### src/rtl/prod_dot_acc.sv
// rtl/prod_dot_acc.sv - accumulates a run of unsigned products into a wrap/saturate dot-product sum
module prod_dot_acc #(
  parameter int PROD_W = 16,
  parameter int ACC_W  = 24,
  parameter int LEN_W  = 8
) (
  input  logic              clk,
  input  logic              rst,
  input  logic              start,
  input  logic [LEN_W-1:0]  len,
  input  logic              sat_en,
  input  logic              prod_valid,
  output logic              prod_ready,
  input  logic [PROD_W-1:0] prod,
  output logic              acc_valid,
  input  logic              acc_ready,
  output logic [ACC_W-1:0]  acc_out,
  output logic              ovf,
  output logic              busy
);

  typedef enum logic [1:0] {
    S_IDLE,
    S_ACC,
    S_HOLD
  } state_t;

  state_t             state_q, state_d;
  logic [ACC_W-1:0]   acc_q, acc_d;
  logic               ovf_q, ovf_d;
  logic [LEN_W-1:0]   cnt_q, cnt_d;
  logic [LEN_W-1:0]   len_q, len_d;
  logic               sat_q, sat_d;
  logic [ACC_W:0]     sum;

  always_comb begin
    state_d = state_q;
    acc_d   = acc_q;
    ovf_d   = ovf_q;
    cnt_d   = cnt_q;
    len_d   = len_q;
    sat_d   = sat_q;
    // one extra bit so the carry out of the accumulator is visible
    sum     = {1'b0, acc_q} + {{(ACC_W + 1 - PROD_W){1'b0}}, prod};

    case (state_q)
      S_IDLE: begin
        if (start) begin
          len_d   = len;
          sat_d   = sat_en;
          acc_d   = '0;
          cnt_d   = '0;
          ovf_d   = 1'b0;
          state_d = (len == '0) ? S_HOLD : S_ACC;
        end
      end
      S_ACC: begin
        if (prod_valid) begin
          cnt_d = cnt_q + 1'b1;
          if (sum[ACC_W]) begin
            ovf_d = 1'b1;
            acc_d = sat_q ? '1 : sum[ACC_W-1:0];
          end else begin
            acc_d = sum[ACC_W-1:0];
          end
          if (cnt_d == len_q) begin
            state_d = S_HOLD;
          end
        end
      end
      S_HOLD: begin
        if (acc_ready) begin
          state_d = S_IDLE;
        end
      end
      default: state_d = S_IDLE;
    endcase
  end

  always_ff @(posedge clk) begin
    if (rst) begin
      state_q <= S_IDLE;
      acc_q   <= '0;
      ovf_q   <= 1'b0;
      cnt_q   <= '0;
      len_q   <= '0;
      sat_q   <= 1'b0;
    end else begin
      state_q <= state_d;
      acc_q   <= acc_d;
      ovf_q   <= ovf_d;
      cnt_q   <= cnt_d;
      len_q   <= len_d;
      sat_q   <= sat_d;
    end
  end

  assign prod_ready = (state_q == S_ACC);
  assign acc_valid  = (state_q == S_HOLD);
  assign busy       = (state_q != S_IDLE);
  assign acc_out    = acc_q;
  assign ovf        = ovf_q;

endmodule

### config.mk
export PLATFORM = sky130hd
export DESIGN_NAME = prod_dot_acc
export DESIGN_NICKNAME = d
export VERILOG_FILES = /design/src/rtl/prod_dot_acc.sv
export SDC_FILE = /design/constraint.sdc
export NUM_CORES = 1
export LEC_CHECK = 0
export CORE_ASPECT_RATIO = 2
export CORE_UTILIZATION = 65
export CTS_BUF_LIST = sky130_fd_sc_hd__clkbuf_8
export DETAILED_ROUTE_END_ITERATION = 12
export DONT_BUFFER_PORTS = 1
export GPL_ROUTABILITY_DRIVEN = 0
export PLACE_DENSITY = 0.88
export SYNTH_ARGS = -nofsm -noshare
export SYNTH_HDL_FRONTEND = slang
export SYNTH_SLANG_ARGS = --single-unit
### constraint.sdc
create_clock -name clk -period 6.7 [get_ports clk]
set_input_delay 0.67 -clock clk [delete_from_list [all_inputs] [get_ports clk]]
set_output_delay 0.67 -clock clk [all_outputs]
set_load 0.005 [all_outputs]
=== After elaboration in Yosys (flattened, before gate mapping) ===
Index checks and enable logic that the tools add are counted.

* Reduce and logical (&&, ||, !) cells: 8
* Add/sub/neg operators: 2
* Mux-type cells: 18
* Eq/ne operators: 8

{| class="wikitable"
|+ Operators with widths
! operator !! number
|-
| $mux W24 || 4
|-
| $pmux W24 S2 || 1
|-
| $add A24 B16 Y25 || 1
|-
| $mux W8 || 2
|-
| $pmux W8 S2 || 1
|-
| $mux W2 || 5
|-
| $add A8 B1 Y8 const B || 1
|-
| $eq A8 B8 Y1 || 1
|-
| $logic_not A8 Y1 || 1
|-
| $reduce_and A4 Y1 || 2
|-
| $ne A2 B1 Y1 const B || 3
|-
| $pmux W2 S3 || 1
|-
| $ne A2 B2 Y1 const B || 2
|-
| $reduce_bool A2 Y1 || 2
|-
| $mux W1 || 3
|-
| $reduce_and A3 Y1 || 1
|-
| $eq A2 B1 Y1 const B || 1
|-
| $eq A2 B2 Y1 const B || 1
|-
| $logic_not A2 Y1 || 1
|-
| $pmux W1 S2 || 1
|-
| $reduce_and A2 Y1 || 1
|}

* Output and inout bits: 28
* Word-level logic and storage cells: 42
* Register bits after elaboration: 44

=== Longest topological paths before layout ===
Gate-level depths: netlist (run 1).

* Depth in word-level cells: 5
* Depth in mapped cells: 10
* Mapped depth without buffers: 9

=== Least setup slack after synthesis (run 1) ===
No wires, ideal clock.

* Path type: input to register
* Start: input port prod[0]
* End: register acc_q[14], in the netlist acc_out[14]
* Library setup time: 0.134 ns
* Stages on the path: 9
* Slack: 4.071 ns
* Data arrival time: 2.495 ns
* Buffers on the path: 0
* Cells stage by stage: ha_1 fa_1 a211oi_1 nor2_1 a311oi_1 o21bai_1 o31ai_1 xor2_1 a211oi_2

* Word-level cells in the longest chain between the ends: 5

{| class="wikitable"
|+ RTL lines
! what !! RTL line !! text
|-
| from (decl) || 14 || <nowiki>input logic [PROD_W-1:0] prod,</nowiki>
|-
| $add A24 B16 Y25 (*) || 44 || <nowiki>sum = {1'b0, acc_q} + {{(ACC_W + 1 - PROD_W){1'b0}}, prod};</nowiki>
|-
| $mux W24 || 62 || <nowiki>acc_d = sat_q ? '1 : sum[ACC_W-1:0];</nowiki>
|-
| $mux W24 (*) || 60 || <nowiki>if (sum[ACC_W]) begin</nowiki>
|-
| $mux W24 (*) || 58 || <nowiki>if (prod_valid) begin</nowiki>
|-
| $pmux W24 S2 (*) || 46 || <nowiki>case (state_q)</nowiki>
|-
| to (signal assigned) || 83 || <nowiki>acc_q <= '0;</nowiki>
|-
| to (signal assigned) || 90 || <nowiki>acc_q <= acc_d;</nowiki>
|-
| to (decl) || 29 || <nowiki>logic [ACC_W-1:0] acc_q, acc_d;</nowiki>
|}

Mark *: on every way between the ends. The rest lies on a longest branch, timed or not. The select of a mux whose other input is x is not followed.
A chain may end at the register's enable or synchronous reset.

=== Final worst setup path (run 1) ===
* Start: register state_q[0]
* End: register acc_q[22], in the netlist acc_out[22]

* Word-level cells in the longest chain between the ends: 3
* Elaborated cells between the ends (all ways): 7
* Those cells by class: eq/ne: 3; mux: 1; reduce/logical: 3

{| class="wikitable"
|+ RTL lines
! what !! RTL line !! text
|-
| from (decl) || 28 || <nowiki>state_t state_q, state_d;</nowiki>
|-
| from (signal assigned) || 89 || <nowiki>state_q <= state_d;</nowiki>
|-
| $eq A2 B1 Y1 (*) || n/a ||
|-
| net prod_ready || 13 || <nowiki>output logic prod_ready,</nowiki>
|-
| $ne A2 B2 Y1 (no source line) or $reduce_bool A2 Y1 (tied branches) || n/a ||
|-
| $reduce_and A3 Y1 (no source line) || n/a ||
|}

Mark *: on every way through the listed nets, which the timed path passes. The rest lies on a longest branch.

==> impl_results.rst, run 1 <==
.. list-table::
   :header-rows: 1

   * - Metric
     - Value
   * - Die Area
     - ~0.005 mm2
   * - Average vias per placed instance
     - between 6 and 7
   * - Count of H-tree levels built during CTS
     - 2
   * - Period utilization
     - 0.401
   * - Top_reg_cell synth
     - dfxtp_1
   * - Setup repair bufs after CTS
     - 0
   * - Peak supply drop
     - 0.244 mV
   * - Areal power density over the cells
     - around 220 mW/mm2
   * - Global-route wire length before repair
     - about 12 mm
   * - Root cell of the clock tree
     - clkbuf_8
   * - Grt total ovfl
     - 0
   * - IO buf count
     - 0
   * - Number of endpoints failing setup at the final stage
     - 0
   * - Internal power
     - just over 0.5 mW
   * - Most frequent cells in the layout
     - 57 x a21oi_1, 44 x dfxtp_1, 42 x nand2_1
   * - Net count reported at finish
     - just over 400
   * - EDFF count, synth
     - 0
   * - Flops & latches, synth
     - 44
   * - 1st-pass router iterations
     - 4
   * - Detailed placement HPWL
     - approximately 5.4 mm
   * - Clock slew at the register clock pins of the worst setup and hold paths
     - ~0.10 ns
   * - Average footprint of a synthesized cell
     - just under 8 um2
   * - Filler Cells Inserted
     - around 350
   * - Fraction of synthesis flops using an asynchronous set or reset pin
     - 0
   * - Layout cells sized above 1
     - 0.0877
   * - Clock sinks
     - 44
   * - Crit path from
     - state_q[0]
   * - Initial antenna violation count
     - 0
   * - Path type of the worst min-delay path
     - primary input to flip-flop
   * - Average wire length per cell after detail routing
     - 17.6 um
   * - Worst hold margin
     - 0.400 ns
   * - Footprint of the multi-input gates
     - just under 0.002 mm2
   * - Biggest fanout along the worst timing path
     - 25
   * - Core area
     - 0.00438 mm2
   * - Post-CTS sizing
     - 0
   * - Most common cell after layout, fill and taps aside
     - a21oi_1
   * - Top achievable clock speed
     - about 370 MHz
   * - Portion of total power attributed to combinational logic
     - 0.182
   * - Number of instances in the synthesized netlist
     - ~380
   * - Initial standard-cell utilization of the core
     - 0.680
   * - Max capacitance violation total
     - 0
   * - Number of global-route vias before repair
     - 2,742
   * - Clock tree from TritonCTS
     - built
   * - Sequential cell area
     - 881 um2
   * - Post-route clock skew
     - ~0.018 ns
   * - Clock latency on the worst-skew pair
     - 0.32 ns
   * - Num rows
     - 34
   * - RSZ-0062 raised after global routing
     - false
   * - Number of nets still failing antenna checks after routing
     - 0
   * - Crit Path Class
     - flip-flop to flip-flop
   * - Yosys Warn Count
     - 0
   * - Synth cell types
     - just under 60
   * - Number of diodes
     - 0
   * - RR Startpoint
     - state_q[0]
   * - Die span in y
     - 97.7 um
   * - Transition at the pin with the smallest max-transition slack
     - slightly below 1 ns
   * - Clock network fraction of design power
     - 0.411
   * - Detailed Route Iter0 Violations
     - between 80 and 90
   * - Area growth from synthesis to layout
     - 5.00%
   * - Final-layout setup total negative slack
     - 0 ns
   * - Min-Delay Startpoint
     - rst
   * - Post-synthesis sequential area ratio
     - 0.296
   * - Via count
     - between 2,000 and 3,000
   * - Hold bufs inserted after CTS
     - 0
   * - Residual DRC count
     - 0
   * - Synthesized cell area
     - between 0.002 and 0.003 mm2
   * - Synthesized netlist net count
     - roughly 420
   * - Hold Violations, Final
     - 0
   * - Final critical-path required period
     - about 2.7 ns
   * - Floorplan die width
     - about 50 um
   * - Switching part of the total power
     - 0.270
   * - I/O pin total
     - 58
   * - Aggregate routed wire length
     - 7.38 mm
   * - Number of max-slew violations in the final report
     - 0
   * - Sequential share of power
     - 0.408
   * - Number of buffers inserted during clock tree synthesis
     - 5
   * - Switching component of the power
     - about 0.19 mW
   * - Pin count of the biggest net entering global routing
     - 44
   * - Critical path endpoint category
     - flip-flop
   * - Rel. slew slack
     - 0.357
   * - Outcome
     - finished, final reports clean
   * - Category of the worst setup path launch point
     - flip-flop
   * - Total Routing Usage GR
     - 0.312
   * - Leak Pwr
     - about 1.2 nW
   * - Buffer levels on the longest clock path
     - 2
   * - Arrival time at the worst endpoint
     - between 2 and 3 ns
   * - CP Data Required Time
     - approximately 6.9 ns
==> sequential cells by signal, summed over array words and instances, names as in the netlist <==
signal and flops:
sat_q 1, len_q 8, acc_out 24, cnt_q 8, state_q 2, ovf 1
==> worst max-delay path, cell delays in order, from the launching register on <==
cell and delay (ns):
dfxtp_1 0.46, nor2b_2 0.29, and2_1 0.80, nor2_1 0.33
a21oi_1 0.33, a21oi_1 0.10, o221a_2 0.28
==> stage by stage <==
step	area, um2	util	std cells	setup WS, ns	total power [mW]
after CTS	3130	0.714	419	4.05	0.693
final	3130	0.714	419	4.01	0.695
after global placement	2970	0.677	411	3.86	0.409
after global routing	3130	0.714	419	3.85	0.718
after floorplan	2980	-	375	4.07	0.393
after detailed placement	2970	0.677	411	3.79	0.414
==> power by group through the flow <==
stage / registers [mW] / logic [mW] / clock network, mW
finish: 0.283 / 0.126 / 0.285
global route: 0.285 / 0.139 / 0.295
CTS: 0.283 / 0.125 / 0.285
detailed placement: 0.290 / 0.124 / 0
global placement: 0.289 / 0.120 / 0
floorplan: 0.286 / 0.106 / 0
==> final timing paths <==
path,end,slack [ns],depth (start not counted)
setup / recovery,acc_out[22],4.01,6
hold reg to reg,len_q[0],0.46,2
hold / removal,acc_out[10],0.40,1
setup reg to reg,acc_out[22],4.01,6
==> layer usage <==
metal  share of wire  vias to the layer above  global-route usage
li1                -                     1354                   -
met1            0.35                     1317               0.272
met2            0.57                       98               0.624
met3           0.044                       24              0.0516
met4           0.036                        0               0.171
met5               0                        -                   0
==> cells by family after synthesis <==
| kind of cell | count (synthesis) | synth area share |
|---|---|---|
| compound gates | 134 | 0.300 |
| simple gates | 126 | 0.214 |
| flops | 44 | 0.296 |
| buf+inv | 29 | 0.0412 |
| xor+xnor | 23 | 0.0676 |
| fa+ha+maj | 18 | 0.0782 |
| mux | 1 | 0.00336 |
==> final cells by class <==
cell class                      count  share of cell area
Clock buffer                        5              0.0220
Clock inverter                      3              0.0288
Inverter                           10              0.0120
Multi-Input combinational cell    302               0.631
Sequential cell                    44               0.282
Tap cell                           54              0.0216
Timing Repair Buffer                1             0.00240
==> cell usage after synthesis (6+ instances only) <==
master | instances | area [um2]
nand3_1 | 16 | 80.1
nor2_1 | 22 | 82.6
nand2_1 | 42 | 158
clkbuf_1 | 13 | 48.8
xnor2_1 | 17 | 149
a211oi_1 | 6 | 45.0
inv_1 | 10 | 37.5
a211oi_2 | 10 | 125
a21oi_1 | 57 | 285
xor2_1 | 6 | 52.6
o21ai_0 | 20 | 100
ha_1 | 17 | 213
dfxtp_1 | 44 | 881
nor3_1 | 11 | 55.1
No activity file was read; power rests on OpenSTA's default activity.
==> run 2: changes to the inputs <==
--- a/config.mk
+++ b/config.mk
@@ -6,12 +6,12 @@
 export NUM_CORES = 1
 export LEC_CHECK = 0
 export CORE_ASPECT_RATIO = 2
-export CORE_UTILIZATION = 65
+export CORE_UTILIZATION = 60
 export CTS_BUF_LIST = sky130_fd_sc_hd__clkbuf_8
 export DETAILED_ROUTE_END_ITERATION = 12
 export DONT_BUFFER_PORTS = 1
 export GPL_ROUTABILITY_DRIVEN = 0
-export PLACE_DENSITY = 0.88
+export PLACE_DENSITY = 0.86
 export SYNTH_ARGS = -nofsm -noshare
 export SYNTH_HDL_FRONTEND = slang
 export SYNTH_SLANG_ARGS = --single-unit
==> constraint.sdc (replaced) <==
create_clock -name clk -period 2.3 [get_ports clk]
set_input_delay 0.23 -clock clk [delete_from_list [all_inputs] [get_ports clk]]
set_output_delay 0.23 -clock clk [all_outputs]
set_load 0.005 [all_outputs]
==> run 2 against run 1 <==
  * Non-clock buffer count is 26 higher
  * Global-route usage is 1.4 points higher
  * Utilization is 1.4 points higher
  * Critical endpoint is now acc_out[14]
  * Highest routed layer unchanged
  * Register-to-register slack worse by 4.0 ns
  * Design area is 9.1% higher
  * Flip-flop and latch count stayed put
  * First-iteration DRC count is 4.9% higher
==> impl_results.rst, run 2 (synthesis gave the netlist of run 1 again) <==
.. list-table::
   :header-rows: 1

   * - Metric
     - Value
   * - Detailed Route Iter0 Violations
     - 86
   * - Max capacitance violation total
     - 0
   * - Worst hold path stage count
     - 1
   * - Filler Cells Inserted
     - roughly 360
   * - Leak Pwr
     - 1.30 nW
   * - I/O pin total
     - 58
   * - Num rows
     - 35
   * - Number of global-route vias before repair
     - between 2,000 and 3,000
   * - Critical path endpoint category
     - flip-flop
   * - Number of diodes
     - 0
   * - IO buf count
     - 0
   * - 1st-pass router iterations
     - 4
   * - Number of cells on the worst reg-to-reg path
     - 9
   * - Most frequent cells in the layout
     - 55 x a21oi_1, 42 x nand2_1, 42 x dfxtp_1
   * - Post-route clock skew
     - 0.0111 ns
   * - Critical-path cell with the highest stage delay
     - fa_2
   * - Initial antenna violation count
     - 0
   * - Post-route setup slack
     - between 0.003 and 0.004 ns
   * - Area growth from synthesis to layout
     - 14.5%
   * - Biggest fanout along the worst timing path
     - 3
   * - Floorplan die width
     - 51.8 um
   * - Period utilization
     - 0.998
   * - Category of the worst setup path launch point
     - flip-flop
   * - Grt total ovfl
     - 0
   * - Average wire length per cell after detail routing
     - between 15 and 20 um
   * - Initial standard-cell utilization of the core
     - 0.636
   * - Peak supply drop
     - around 0.51 mV
   * - Clock tree from TritonCTS
     - built
   * - Largest register FFs
     - 24
   * - Most common cell after layout, fill and taps aside
     - a21oi_1
   * - Arrival time at the worst endpoint
     - ~2.5 ns
   * - Final critical-path required period
     - between 2 and 2.5 ns
   * - Footprint of the multi-input gates
     - around 0.0021 mm2
   * - CP Data Required Time
     - 2.49 ns
   * - Global-route wire length before repair
     - roughly 13 mm
   * - Number of endpoints failing setup at the final stage
     - 0
   * - Ordered list of cells on the worst path
     - ha_4, fa_2, a211oi_4, nor2_2, a311oi_2, o21bai_1, o31ai_1, xor2_1, a211oi_2
   * - Root cell of the clock tree
     - clkbuf_8
   * - Clock latency on the worst-skew pair
     - between 0.3 and 0.4 ns
   * - Pin count of the biggest net entering global routing
     - 35
   * - Count of H-tree levels built during CTS
     - 2
   * - Highest cell delay on the worst timing path
     - roughly 0.39 ns
   * - Die Area
     - between 0.005 and 0.006 mm2
   * - Net count reported at finish
     - 438
   * - Detailed placement HPWL
     - ~5.8 mm
   * - Worst slack, placed
     - -0.143 ns
   * - Die span in y
     - about 100 um
   * - Setup repair bufs after CTS
     - 0
   * - Total Routing Usage GR
     - 0.326
   * - Areal power density over the cells
     - roughly 530 mW/mm2
   * - Buffer levels on the longest clock path
     - 2
   * - Aggregate routed wire length
     - around 8.2 mm
   * - RSZ-0062 raised after global routing
     - true
   * - Average vias per placed instance
     - ~6.6
   * - Layout cells sized above 1
     - 0.184
   * - Number of max-slew violations in the final report
     - 0
   * - Sequential cell area
     - ~880 um2
   * - Residual DRC count
     - 0
   * - Clock slew at the register clock pins of the worst setup and hold paths
     - 0.09 ns
   * - Transition at the pin with the smallest max-transition slack
     - 0.368 ns
   * - # placed instances
     - ~430
   * - Outcome
     - finished, final reports clean
   * - Path type of the worst min-delay path
     - primary input to flip-flop
   * - Rel. slew slack
     - 0.752
   * - Hold Violations, Final
     - 0
   * - Core area
     - around 0.0047 mm2
   * - Number of nets still failing antenna checks after routing
     - 0
   * - Clock sinks
     - 44
   * - Crit Path Class
     - flip-flop to flip-flop
   * - Number of buffers inserted during clock tree synthesis
     - 5
   * - Final cell count without fillers
     - roughly 450
   * - Top achievable clock speed
     - 436 MHz
   * - Via count
     - just under 3,000
run 2: cell count changes in the layout (fill, tap and decap cells not counted), sizes merged:
cell and change:
buf +22, dlygate4sd3 +4, bufinv -3, clkbuf +1, clkinvlp +1, inv +1
run 2: metal layers:
metal  wire length (um)  vias up  global-route usage
met5                  0        -                   0
met4                411        0               0.206
met3                476       38              0.0736
met2               4490      128               0.618
met1               2830     1370               0.293
li1                   -     1404                   -
run 2: critical path, delay by kind of cell (launching register included):
kind                       cells  cell delay, ns
and+or+nand+nor                1            0.08
DFF                            1            0.35
adders and majority gates      2            0.55
AOI/OAI and AO/OA              5            0.99
xor gates and xnor gates       1            0.22
run 2: metrics by stage:
| step | area [um2] | util | total power, mW | hold slack (ns) | setup TNS (ns) |
|---|---|---|---|---|---|
| floorplan | 2980 | - | 1.14 | 0.366 | 0 |
| global placement | 3140 | 0.670 | 1.22 | 0.299 | -0.0971 |
| detailed placement | 3140 | 0.670 | 1.24 | 0.300 | -0.173 |
| CTS | 3310 | 0.707 | 1.77 | 0.0300 | -0.0205 |
| global route | 3410 | 0.728 | 1.88 | 0.0238 | -0.115 |
| finish | 3410 | 0.728 | 1.81 | 0.0298 | 0 |
run 2: where the power goes:
part	internal [mW]	switching (mW)
Sequential	0.793	0.0349
Clock	0.240	0.289
Combinational	0.196	0.259
run 2: final timing paths:
check,start,end,slack (ns)
min,rst,acc_out[17],0.03
max reg2reg,acc_out[0],acc_out[14],0.004
max,acc_out[0],acc_out[14],0.004
min reg2reg,len_q[0],len_q[0],0.48
run 2: final cells by class:
| class | count | share of cell area |
|---|---|---|
| repair buffers | 27 | 0.0697 |
| inverters | 10 | 0.0110 |
| clock buffers | 6 | 0.0242 |
| well taps | 55 | 0.0202 |
| flip-flops and latches | 44 | 0.259 |
| multi-input cells | 302 | 0.613 |
| clock inverters | 2 | 0.00330 |
run 2: what timing repair did:
action,CTS,global route
hold endpoints to repair,38,0
resized for setup,5,21
cloned,0,0
hold buffers,5,0
endpoints found under the setup margin,2,22
pin swaps,4,3
==> run 3: changes to the inputs <==
--- a/config.mk
+++ b/config.mk
@@ -6,12 +6,12 @@
 export NUM_CORES = 1
 export LEC_CHECK = 0
 export CORE_ASPECT_RATIO = 2
-export CORE_UTILIZATION = 60
+export CORE_UTILIZATION = 35
 export CTS_BUF_LIST = sky130_fd_sc_hd__clkbuf_8
 export DETAILED_ROUTE_END_ITERATION = 12
 export DONT_BUFFER_PORTS = 1
 export GPL_ROUTABILITY_DRIVEN = 0
-export PLACE_DENSITY = 0.86
+export PLACE_DENSITY = 0.58
 export SYNTH_ARGS = -nofsm -noshare
 export SYNTH_HDL_FRONTEND = slang
 export SYNTH_SLANG_ARGS = --single-unit
==> run 3 against run 2 <==
  * Flip-flop and latch count stayed put
  * Power is 1.4% lower
  * Clock power is 3% lower
  * Non-clock buffer count is 2 higher
  * Maximum frequency is 3.6% higher
  * First-iteration DRC count is 60% higher
  * Clock skew is 0.0028 ns higher
  * Largest power group unchanged
  * Register-to-register slack better by 0.08 ns
  * Clock-buffer cell count stayed put
==> impl_results.rst, run 3 (synthesis gave the netlist of run 1 again) <==
.. list-table::
   :header-rows: 1

   * - Metric
     - Value
   * - Areal power density over the cells
     - roughly 520 mW/mm2
   * - RSZ-0062 raised after global routing
     - true
   * - RR Startpoint
     - acc_out[9]
   * - Critical path endpoint category
     - flip-flop
   * - Period utilization
     - 0.964
   * - Number of endpoints failing setup at the final stage
     - 0
   * - Critical Path End
     - acc_out[22]
   * - Clock latency on the worst-skew pair
     - between 0.3 and 0.4 ns
   * - Residual DRC count
     - 0
   * - Leak Pwr
     - between 1 and 1.5 nW
   * - Most common cell after layout, fill and taps aside
     - a21oi_1
   * - Final-layout setup total negative slack
     - 0 ns
   * - Arrival time at the worst endpoint
     - roughly 2.4 ns
   * - Rel. slew slack
     - 0.585
   * - Post-route core utilization
     - 0.416
   * - Most prevalent standard cell on the critical path
     - a21oi_1
   * - Number of diodes
     - 0
   * - Count of H-tree levels built during CTS
     - 2
   * - Transition at the pin with the smallest max-transition slack
     - approximately 0.62 ns
   * - Path type of the worst min-delay path
     - primary input to flip-flop
   * - Core area
     - around 0.0082 mm2
   * - Total Routing Usage GR
     - 0.203
   * - 1st-pass router iterations
     - 4
   * - Crit Path Class
     - flip-flop to flip-flop
   * - Average wire length per cell after detail routing
     - ~17 um
   * - IO buf count
     - 0
   * - Root cell of the clock tree
     - clkbuf_8
   * - Net count reported at finish
     - 440
   * - Global-route wire length before repair
     - between 10 and 15 mm
   * - Aggregate routed wire length
     - approximately 8.5 mm
   * - Crit path from
     - acc_out[9]
   * - Buffer levels on the longest clock path
     - 2
   * - Category of the worst setup path launch point
     - flip-flop
   * - Clock sinks
     - 44
   * - Detailed Route Iter0 Violations
     - around 140
   * - Area growth from synthesis to layout
     - 15.0%
   * - Number of nets still failing antenna checks after routing
     - 0
   * - Initial standard-cell utilization of the core
     - 0.362
   * - Die span in y
     - 132 um
   * - I/O pin total
     - slightly below 60
   * - Reg-to-reg critical path endpoint
     - acc_out[22]
   * - Final critical-path required period
     - 2.22 ns
   * - Detailed placement HPWL
     - ~6.4 mm
   * - Most frequent cells in the layout
     - 57 x a21oi_1, 43 x dfxtp_1, 42 x nand2_1
   * - Die Area
     - between 0.008 and 0.009 mm2
   * - Critical-path cell with the highest stage delay
     - ha_1
   * - Floorplan die width
     - about 67 um
   * - Number of global-route vias before repair
     - around 2,900
   * - Slack of the worst reg-to-reg path
     - 0.08 ns
   * - CP Data Required Time
     - 2.49 ns
   * - Post-route setup slack
     - about 0.083 ns
   * - Grt total ovfl
     - 0
   * - Clock tree from TritonCTS
     - built
   * - Number of cells on the worst reg-to-reg path
     - 9
   * - Num rows
     - between 40 and 50
   * - Top achievable clock speed
     - between 400 and 500 MHz
   * - Filler Cells Inserted
     - 870
   * - Pin count of the biggest net entering global routing
     - 38
   * - Ordered list of cells on the worst path
     - ha_1, buf_4, nand2_1, a2bb2oi_2, a21boi_1, o21a_4, a21oi_1, a21oi_1, o221a_2
   * - Highest cell delay on the worst timing path
     - 0.37 ns
   * - Total power
     - about 1.8 mW
   * - Number of max-slew violations in the final report
     - 0
   * - Initial antenna violation count
     - 0
   * - Peak supply drop
     - ~0.34 mV
   * - Via count
     - around 2,900
   * - Worst hold margin
     - between 0.03 and 0.04 ns
   * - Worst slack, placed
     - -0.106 ns
   * - Post-route clock skew
     - 0.0138 ns
   * - Biggest fanout along the worst timing path
     - 5
   * - Max capacitance violation total
     - 0
   * - Number of buffers inserted during clock tree synthesis
     - 5
   * - Layout cells sized above 1
     - 0.183
   * - Clock slew at the register clock pins of the worst setup and hold paths
     - approximately 0.09 ns
   * - Average vias per placed instance
     - slightly below 6
   * - Outcome
     - finished, final reports clean
   * - Hold Violations, Final
     - 0
   * - Largest register FFs
     - 24
==> run 3: cell count changes in the layout (fill, tap and decap cells not counted), moves of 2 or more <==
cell and delta:
a21oi_1 +2, a21oi_2 -2, buf_4 +5, dlygate4sd3_1 -3
ha_2 +2, ha_4 -3, nor2_1 +2, nor2_2 -2
==> run 3: worst min-delay path by stage <==
stage / from / endpoint / depth (start not counted)
6_report: rst / acc_out[17] / 1
5_1_grt: rst / acc_out[17] / 1
4_1_cts: rst / acc_out[16] / 1
3_5_place_dp: rst / acc_out[11] / 1
3_3_place_gp: rst / acc_out[12] / 1
2_1_floorplan: len[0] / len_q[0] / 2
==> run 3: per-stage QoR <==
| step | instance area [um2] | cells |
|---|---|---|
| final | 3430 | 491 |
| after CTS | 3360 | 491 |
| after global placement | 3230 | 481 |
| after floorplan | 2980 | 375 |
| after detailed placement | 3230 | 481 |
| after global routing | 3430 | 491 |
==> run 3: layer usage <==
metal  track usage  share of wire  up-vias
met2         0.383           0.56       62
met3        0.0405          0.038       19
met5             0              0        -
li1              -              -     1413
met4        0.0946          0.035        0
met1         0.196           0.37     1385
==> run 3: area by class of cell <==
class / instances / area (um2) / share of cell area
Timing Repair Buffer: 29 / 245 / 0.0716
Sequential cell: 44 / 882 / 0.257
Multi-Input combinational cell: 302 / 2050 / 0.598
Clock inverter: 2 / 7.51 / 0.00219
Inverter: 10 / 37.5 / 0.0110
Clock buffer: 6 / 82.6 / 0.0241
Tap cell: 98 / 123 / 0.0358
==> run 3: repair_timing <==
action                                  in CTS  in global routing
hold buffers                                 1                  1
endpoints found under the hold margin       37                  1
pin swaps                                    3                  3
gates resized for setup                      3                 15
setup buffers                                1                  0
endpoints found under the setup margin       7                 22
==> run 3: where the power goes <==
group / internal, mW / switching [mW]
clock: 0.237 / 0.275
combinational: 0.192 / 0.260
sequential: 0.792 / 0.0292
==> run 3: critical path: cells and delay by family, from the launching register on <==
kind	cells	cell delay, ns
adders and majority gates	1	0.37
AOI/OAI and AO/OA	6	1.18
and+or+nand+nor	1	0.07
DFF	1	0.33
buffers and inverters	1	0.15
